<file path="src/rtl/time_entry_pkg.sv">
// Shared types and constants for the hh:mm:ss entry block.
package time_entry_pkg;

    typedef enum logic [2:0] {
        StSelHr,
        StSelMin,
        StSelSec,
        StOffer,
        StDone
    } state_e;

    localparam int unsigned HR_MAX     = 23;
    localparam int unsigned MS_MAX     = 59;
    localparam int unsigned HR_WEIGHT  = 3600;
    localparam int unsigned MIN_WEIGHT = 60;

endpackage

</file>
<file path="src/rtl/time_entry_button_debounce.sv">
// Two-flop synchroniser, stability-count debouncer and single-cycle press pulse
// for an active-low push button.
module button_debounce #(
    parameter int unsigned DEBOUNCE_CYC = 1000000
) (
    input  logic clk,
    input  logic rst,
    input  logic button,
    output logic press
);

    localparam int unsigned CNT_W = (DEBOUNCE_CYC > 1) ? $clog2(DEBOUNCE_CYC) : 1;
    localparam logic [CNT_W-1:0] CNT_MAX = CNT_W'(DEBOUNCE_CYC - 1);

    logic             r_sync1;
    logic             r_sync2;
    logic [1:0]       r_vld;
    logic             r_level;
    logic             r_armed;
    logic             r_press;
    logic [CNT_W-1:0] r_cnt;
    logic             w_accept;

    assign w_accept = (r_sync2 != r_level) && (r_cnt == CNT_MAX);
    assign press    = r_press;

    // r_armed only sets once a real (post-reset) released sample is seen, so a
    // button held down through reset release never yields a press.
    always_ff @(posedge clk or negedge rst) begin
        if (!rst) begin
            r_sync1 <= 1'b1;
            r_sync2 <= 1'b1;
            r_vld   <= 2'b00;
            r_level <= 1'b1;
            r_armed <= 1'b0;
            r_press <= 1'b0;
            r_cnt   <= '0;
        end else begin
            r_sync1 <= button;
            r_sync2 <= r_sync1;
            r_vld   <= {r_vld[0], 1'b1};
            if (r_vld[1] && r_sync2) begin
                r_armed <= 1'b1;
            end
            if (r_sync2 == r_level) begin
                r_cnt <= '0;
            end else if (w_accept) begin
                r_cnt   <= '0;
                r_level <= r_sync2;
            end else begin
                r_cnt <= r_cnt + 1'b1;
            end
            r_press <= w_accept && r_level && r_armed;
        end
    end

endmodule

</file>
<file path="src/rtl/time_entry.sv">
// Button-driven hh:mm:ss entry: each field tracks the switches until a press,
// then the total in seconds is offered with a valid/ready handshake.
module time_entry
    import time_entry_pkg::*;
#(
    parameter int unsigned CLK_HZ       = 50000000,
    parameter int unsigned DEBOUNCE_CYC = 1000000,
    parameter int unsigned VAL_W        = 6,
    parameter int unsigned OUT_W        = 17
) (
    input  logic             clk,
    input  logic             rst,
    input  logic [VAL_W-1:0] start_num,
    input  logic             button,
    input  logic             edit,
    input  logic             time_ready,
    output logic [OUT_W-1:0] c_out,
    output logic             blink_hr_sig,
    output logic             blink_min_sig,
    output logic             blink_sec_sig,
    output logic             time_valid,
    output logic             done
);

    localparam int unsigned BLK_W = (CLK_HZ > 1) ? $clog2(CLK_HZ) : 1;
    localparam logic [BLK_W-1:0] BLK_MAX  = BLK_W'(CLK_HZ - 1);
    localparam logic [BLK_W-1:0] BLK_HALF = BLK_W'(CLK_HZ / 2);

    state_e           r_state;
    state_e           w_state_next;
    logic             w_press;
    logic [4:0]       r_hr;
    logic [5:0]       r_min;
    logic [5:0]       r_sec;
    logic [4:0]       w_hr_clamp;
    logic [5:0]       w_ms_clamp;
    logic [OUT_W-1:0] r_c_out;
    logic [BLK_W-1:0] r_blink_cnt;
    logic             w_phase;

    button_debounce #(
        .DEBOUNCE_CYC(DEBOUNCE_CYC)
    ) u_debounce (
        .clk   (clk),
        .rst   (rst),
        .button(button),
        .press (w_press)
    );

    always_comb begin
        w_hr_clamp = 5'(start_num);
        w_ms_clamp = 6'(start_num);
        if (32'(start_num) > HR_MAX) begin
            w_hr_clamp = 5'(HR_MAX);
        end
        if (32'(start_num) > MS_MAX) begin
            w_ms_clamp = 6'(MS_MAX);
        end
    end

    always_comb begin
        w_state_next = r_state;
        unique case (r_state)
            StSelHr:  if (w_press)    w_state_next = StSelMin;
            StSelMin: if (w_press)    w_state_next = StSelSec;
            StSelSec: if (w_press)    w_state_next = StOffer;
            StOffer:  if (time_ready) w_state_next = StDone;
            StDone:   if (edit)       w_state_next = StSelHr;
            default:                  w_state_next = StSelHr;
        endcase
    end

    always_ff @(posedge clk or negedge rst) begin
        if (!rst) begin
            r_state <= StSelHr;
        end else begin
            r_state <= w_state_next;
        end
    end

    // The active field keeps loading in the press cycle, so the value frozen is
    // the one sampled on that same edge.
    always_ff @(posedge clk or negedge rst) begin
        if (!rst) begin
            r_hr  <= '0;
            r_min <= '0;
            r_sec <= '0;
        end else begin
            if (r_state == StSelHr)  r_hr  <= w_hr_clamp;
            if (r_state == StSelMin) r_min <= w_ms_clamp;
            if (r_state == StSelSec) r_sec <= w_ms_clamp;
        end
    end

    always_ff @(posedge clk or negedge rst) begin
        if (!rst) begin
            r_c_out <= '0;
        end else begin
            r_c_out <= OUT_W'(r_hr) * OUT_W'(HR_WEIGHT)
                     + OUT_W'(r_min) * OUT_W'(MIN_WEIGHT)
                     + OUT_W'(r_sec);
        end
    end

    // Restart on every state change so a newly selected field begins visible.
    always_ff @(posedge clk or negedge rst) begin
        if (!rst) begin
            r_blink_cnt <= '0;
        end else if ((w_state_next != r_state) || (r_blink_cnt == BLK_MAX)) begin
            r_blink_cnt <= '0;
        end else begin
            r_blink_cnt <= r_blink_cnt + 1'b1;
        end
    end

    assign w_phase = (r_blink_cnt >= BLK_HALF);

    always_comb begin
        blink_hr_sig  = 1'b0;
        blink_min_sig = 1'b0;
        blink_sec_sig = 1'b0;
        case (r_state)
            StSelHr:  blink_hr_sig  = w_phase;
            StSelMin: blink_min_sig = w_phase;
            StSelSec: blink_sec_sig = w_phase;
            default:  ;
        endcase
    end

    assign time_valid = (r_state == StOffer);
    assign done       = (r_state == StDone);
    assign c_out      = r_c_out;

endmodule

</file>
<file path="config.mk">
export PLATFORM = sky130hd
export DESIGN_NAME = time_entry
export DESIGN_NICKNAME = d
export VERILOG_FILES = /design/src/rtl/time_entry_pkg.sv /design/src/rtl/time_entry_button_debounce.sv /design/src/rtl/time_entry.sv
export SDC_FILE = /design/constraint.sdc
export NUM_CORES = 1
export LEC_CHECK = 0
export ABC_AREA = 1
export CAP_MARGIN = 20
export CORE_ASPECT_RATIO = 0.8
export CORE_UTILIZATION = 45
export DETAILED_ROUTE_END_ITERATION = 12
export GPL_TIMING_DRIVEN = 0
export SYNTH_ARGS = -nofsm -noshare
export SYNTH_HDL_FRONTEND = slang
export SYNTH_SLANG_ARGS = --single-unit
</file>
<file path="constraint.sdc">
create_clock -name clk -period 12.4 [get_ports clk]
set_clock_uncertainty 0.2 [all_clocks]
set_input_delay 2.48 -clock clk [delete_from_list [all_inputs] [get_ports clk]]
set_output_delay 2.48 -clock clk [all_outputs]
set_load 0.01 [all_outputs]
</file>
### Word level (Yosys, flattened, before mapping)

Index checks and enable logic that the tools add are counted.

| operators by class | value |
|---|---|
| $add $sub $neg | 4 |
| multipliers | 2 |
| magnitude comparators | 3 |
| equality and inequality tests | 9 |
| multiplexer cells | 14 |
| bitwise operators | 1 |
| reduce and logical (&&, ||, !) cells | 7 |

Operator list:

| operator | number |
|---|---|
| $mux 20 | 2 |
| $add 26x1->26 const B | 1 |
| $eq 26x26->1 const B | 1 |
| $ge 26x25->1 const B | 1 |
| $mux 26 | 1 |
| $add 20x1->20 const B | 1 |
| $eq 20x20->1 const B | 1 |
| $add 17x12->17 | 1 |
| $add 17x6->17 | 1 |
| $mux 3 | 5 |
| $pmux 3 s5 | 1 |
| $mul 5x8->13 const B | 1 |
| $mul 6x4->10 const B | 1 |
| $eq 3x2->1 const B | 2 |
| $gt 6x5->1 const B | 1 |
| $gt 6x6->1 const B | 1 |
| $mux 6 | 1 |
| $mux 5 | 1 |
| $logic_and 1x1->1 | 4 |
| $eq 3x1->1 const B | 1 |
| $eq 3x3->1 const B | 1 |
| $logic_not 3->1 | 1 |
| $mux 1 | 3 |
| $ne 3x3->1 | 1 |
| 5 further kinds | 5 |

| word-level totals | value |
|---|---|
| register bits | 90 |
| bits of input ports | 11 |

### Depth between registers and ports, before layout

| logic depth | value |
|---|---|
| depth in word-level cells | 5 |
| depth in mapped cells | 23 |

### Cells and area by module

A second synthesis with hierarchy kept.

| second synthesis, totals | value |
|---|---|
| cell total of the unflattened synthesis | 775 |
| area total of the unflattened synthesis | 6080.8 sq um |

Modules (own cells, without submodules):

| module | instances | cells each | area an instance (sq um) | seq. area each (sq um) |
|---|---|---|---|---|
| time_entry | 1 | 601 | 4677.0 | 1576.5 |
| button_debounce | 1 | 174 | 1403.8 | 679.4 |

### Worst setup path after synthesis

No wires, ideal clock.

| timing path | value |
|---|---|
| path kind | flip-flop to flip-flop |
| from | register r_min[3] |
| to | register r_c_out[16], in the netlist c_out[16] |
| library setup time | 0.116 ns |
| arrival | 3.754 ns |
| required time | 12.084 ns |
| path slack | 8.329 ns |
| cell stages (with the launch flop) | 22 |
| buffers on the path | 0 |
| cells stage by stage | dfrtp_1 > inv_1 > fa_1 > fa_1 > inv_1 > ha_1 > nand2_1 > o21ai_0 > nand2_1 > nand2_1 > nand2_1 > nand2_1 > xor2_1 > ha_1 > ha_1 > nand2_1 > nor3_1 > nor2_1 > nor2_1 > nand2_1 > nand2_1 > nand2_1 |

| between the ends | value |
|---|---|
| cells in the longest elaborated chain, start to end | 3 |

Ends and longest elaborated chain:

| what | RTL line | text |
|---|---|---|
| from (decl) | time_entry.sv:33 | `logic [5:0] r_min;` |
| from (signal assigned) | time_entry.sv:90 | `if (r_state == StSelMin) r_min <= w_ms_clamp;` |
| $mul 6x4->10 | time_entry.sv:100 | `+ OUT_W'(r_min) * OUT_W'(MIN_WEIGHT)` |
| $add 17x12->17 | time_entry.sv:100 |  |
| $add 17x6->17 | time_entry.sv:101 | `+ OUT_W'(r_sec);` |
| to (signal assigned) | time_entry.sv:99 | `r_c_out <= OUT_W'(r_hr) * OUT_W'(HR_WEIGHT)` |
| to (decl) | time_entry.sv:37 | `logic [OUT_W-1:0] r_c_out;` |

Every way passes these cells.
A chain may end at the register's enable or synchronous reset.

### Worst setup path in the final report

| timing path | value |
|---|---|
| from | register r_state[2] |
| to | output port blink_sec_sig |

| between the ends | value |
|---|---|
| cells in the longest elaborated chain, start to end | 2 |

Ends and longest elaborated chain:

| what | RTL line | text |
|---|---|---|
| from (decl) | time_entry.sv:29 | `state_e r_state;` |
| from (signal assigned) | time_entry.sv:75 | `r_state <= StSelHr;` |
| from (signal assigned) | time_entry.sv:77 | `r_state <= w_state_next;` |
| $eq 3x2->1 | time_entry.sv:122 | `case (r_state)` |
| $mux 1 | time_entry.sv:122 |  |
| to (decl) | time_entry.sv:20 | `output logic blink_sec_sig,` |

Every way passes these cells.

==> PnR_summary.wiki <==
{| class="wikitable"
! Metric !! Value
|-
| Max-slew violation total from the final report || 0
|-
| Layout Utilization || 0.5382
|-
| Slew @ Worst Pin || between 0.6 and 0.7 ns
|-
| Clock latency on the worst-skew pair || 0.35 ns
|-
| Clock sink count || 90
|-
| Share of the synthesized area in compound gates (AO/OA/AOI/OAI) || 0.04772
|-
| Number of nets with antenna violations after routing || 0
|-
| Number of post-CTS setup repair buffers || 0
|-
| Count of antenna diodes in the layout || 0
|-
| Fin Setup TNS || 0 ns
|-
| Mux contribution to synthesized area || 0
|-
| Worst hold slack across all endpoints || 0.1566 ns
|-
| CTS Buf Count || 9
|-
| Detailed placer's ending HPWL || 10.38 mm
|-
| Largest net degree at the start of global routing || 47
|-
| Warning count from the yosys run || 0
|-
| Slew Limit Headroom || 0.5894
|-
| Clock edge transition at the registers on the reported setup and hold paths || 0.06 ns
|-
| Standard-cell rows || 37
|-
| Post-synth design cell area || between 6000 and 7000 um^2
|-
| Core area || between 10000 and 15000 um^2
|-
| Final hold violation count || 0
|-
| Count of maximum capacitance violations || 0
|-
| TritonCTS clock tree || done
|-
| Avg WL per Cell || 13.06 um
|-
| Initial Utilization || 0.4703
|-
| Via density per instance || 4.892
|-
| Outcome || finished clean
|-
| Critical Path Fanout Max || 8
|-
| Number of I/O port buffers || 32
|-
| Yosys top cell by area || dfrtp_1
|-
| Post-DP Area || 6726 um^2
|-
| Proportion of layout cells with a drive suffix above 1 || 0.07702
|-
| Main combinational cell family by area after synthesis || simple AND/OR/NAND/NOR gates
|-
| Area growth from synthesis to layout || 14.44%
|-
| Total gr overflow || 0
|-
| Crit path launch type || register
|-
| DRT Wirelength || 12.97 mm
|-
| Routability congestion estimate || 0.9058
|-
| Global-route wire length before repair || 22.28 mm
|-
| Mean area per synthesized cell || between 8 and 9 um^2
|-
| Synth Area in Adders || 0.1543
|-
| Net count reported at finish || 891
|-
| Sequential area share after synthesis || 0.3661
|-
| Share of the synthesized area in the top cell type || 0.3533
|-
| Chip Width || approximately 130 um
|-
| Sequential standard cell area || 2256 um^2
|-
| Clock Path Buffers || 2
|-
| Full die area || between 10000 and 15000 um^2
|-
| Top achievable clock speed || 199.4 MHz
|-
| Data arrival at the endpoint of the critical path || 2.34 ns
|-
| Io pins || 33
|-
| Post-route cell area || 7052 um^2
|-
| Largest cells by area after synthesis || dfrtp_1, nand2_1, ha_1
|-
| Root buffer selected by CTS || clkbuf_16
|-
| Endpoint kind of the worst setup timing path || output port
|-
| Cts hold-fix bufs || 0
|-
| DR pass1 iterations || 5
|-
| Maximum level of the CTS H-tree || 3
|-
| Vert. Die Dim || 106.7 um
|-
| Crit path time final || about 5.0 ns
|-
| Setup repair after global routing missed its margin || false
|-
| Remaining routing DRC violations || 0
|-
| Period Utilization, post-route || 0.4045
|-
| Number of nets in the synthesized netlist || 847
|-
| Cells after synthesis || a little under 800
|-
| Area fraction in and, or, nand and nor cells after synthesis || 0.2960
|-
| Footprint of the multi-input gates || between 3000 and 4000 um^2
|-
| Via count of the first global-routing pass || 4659
|-
| Total via count in the routed design || 4858
|-
| Post-cts sizing count || 0
|-
| Overall fraction of global-route tracks in use || 0.1977
|-
| Required time of the worst setup path || 9.72 ns
|-
| Initial DRC count || 243
|-
| Kind of path behind the tightest hold check || register to register
|-
| Fill cells || 1239
|-
| Initial antenna violation count || 0
|-
| Synthesized flop and latch total || 90
|-
| Finish-stage setup viols || 0
|-
| Xor and xnor area share after synthesis || 0.04812
|-
| Critical path class || register to output port
|-
| Distinct cells, synth || 38
|}
## logic make-up after synthesis
group,after synthesis
AO/OA/AOI/OAI,51
XOR/XNOR,33
adder cells (fa/ha/maj),67
buffers and inverters,134
flip-flops,90
other,1
AND/OR/NAND/NOR,393
## per-layer routing
metal,part of all wire,track usage,up-vias
li1,-,-,2499
met1,0.54,0.2982,2261
met2,0.42,0.2891,87
met3,0.034,0.03735,11
met4,0.0096,0.04926,0
met5,0,0,-
## metrics by stage
| stage | worst slack [ns] | instances |
|---|---|---|
| 2_1_floorplan | 8.329 | 769 |
| 3_3_place_gp | 5.362 | 976 |
| 3_5_place_dp | 7.771 | 977 |
| 4_1_cts | 7.377 | 993 |
| 5_1_grt | 7.192 | 993 |
| 6_report | 7.384 | 993 |
## layout make-up
type / instances / area share
clock buffers: 9 / 0.03194
repair buffers: 33 / 0.04897
inverters: 130 / 0.06920
flip-flops and latches: 90 / 0.3199
multi-input cells: 545 / 0.4778
well taps: 175 / 0.03105
plain buffers: 4 / 0.006920
clock inverters: 7 / 0.01419
## flip-flops by register name, indices dropped and copies added, names as in the netlist
signal	cells
r_sec	6
u_debounce.r_cnt	20
r_min	6
c_out	17
u_debounce.r_sync2	1
u_debounce.r_armed	1
u_debounce.r_vld	2
r_hr	5
u_debounce.press	1
r_blink_cnt	26
u_debounce.r_sync1	1
r_state	3
u_debounce.r_level	1
## cells in the mapped netlist
master      n
nand3_1    41
nand3b_1    2
a21oi_2     1
a22oi_2     1
nand2_2     2
fa_1       15
inv_2       4
nand3_2     1
o21ai_0    18
clkbuf_1    1
dfstp_2     3
nor2_4     21
or2_2       1
nor3_2      3
o21bai_1    4
ha_1       52
a31o_2      1
o21ai_1     2
o22ai_1     1
nand2_1   185
nor3_1     20
conb_1      1
nand3_4     1
buf_2       1
nor3b_1     3
a21oi_1    17
nor2_1     93
buf_12      2
nand4_1    18
a31oi_1     2
inv_1     126
dfrtp_1    87
xnor2_1     8
xor2_1     24
xnor2_2     1
a21o_1      2
nor2_2      2
a22oi_1     2
## worst paths after layout
path,cells past startpoint,startpoint,slack (ns),endpoint
setup / recovery,4,r_state[2],7.38,blink_sec_sig
min in group asynchronous,1,rst,1.94,c_out[16]
hold / removal,0,u_debounce.r_vld[0],0.16,u_debounce.r_vld[1]
setup reg to reg,21,r_min[3],7.85,c_out[16]
max in group asynchronous,2,rst,9.37,u_debounce.r_level
hold reg to reg,0,u_debounce.r_vld[0],0.16,u_debounce.r_vld[1]
## worst max-delay path: stages, from the launching register on
cell and delay [ns]:
dfrtp_1 0.47, nor3_2 0.47, inv_1 0.24, a21oi_1 0.24, clkdlybuf4s50_1 0.57
## placed cells by master, fill, tap and decap left out, types with 3 or more instances in the layout
master             n
a21oi_1           17
clkbuf_16          9
clkdlybuf4s50_1   31
dfrtp_1           87
dfstp_2            3
fa_1              15
ha_1              52
inv_1            126
inv_2              4
nand2_1          185
nand3_1           41
nand4_1           18
nor2_1            93
nor2_4            21
nor3_1            20
nor3_2             3
nor3b_1            3
o21ai_0           18
o21bai_1           4
xnor2_1            8
xor2_1            24
Power is not shown: default switching activity piles up to over one toggle a cycle in this logic, so the estimate is an artifact.
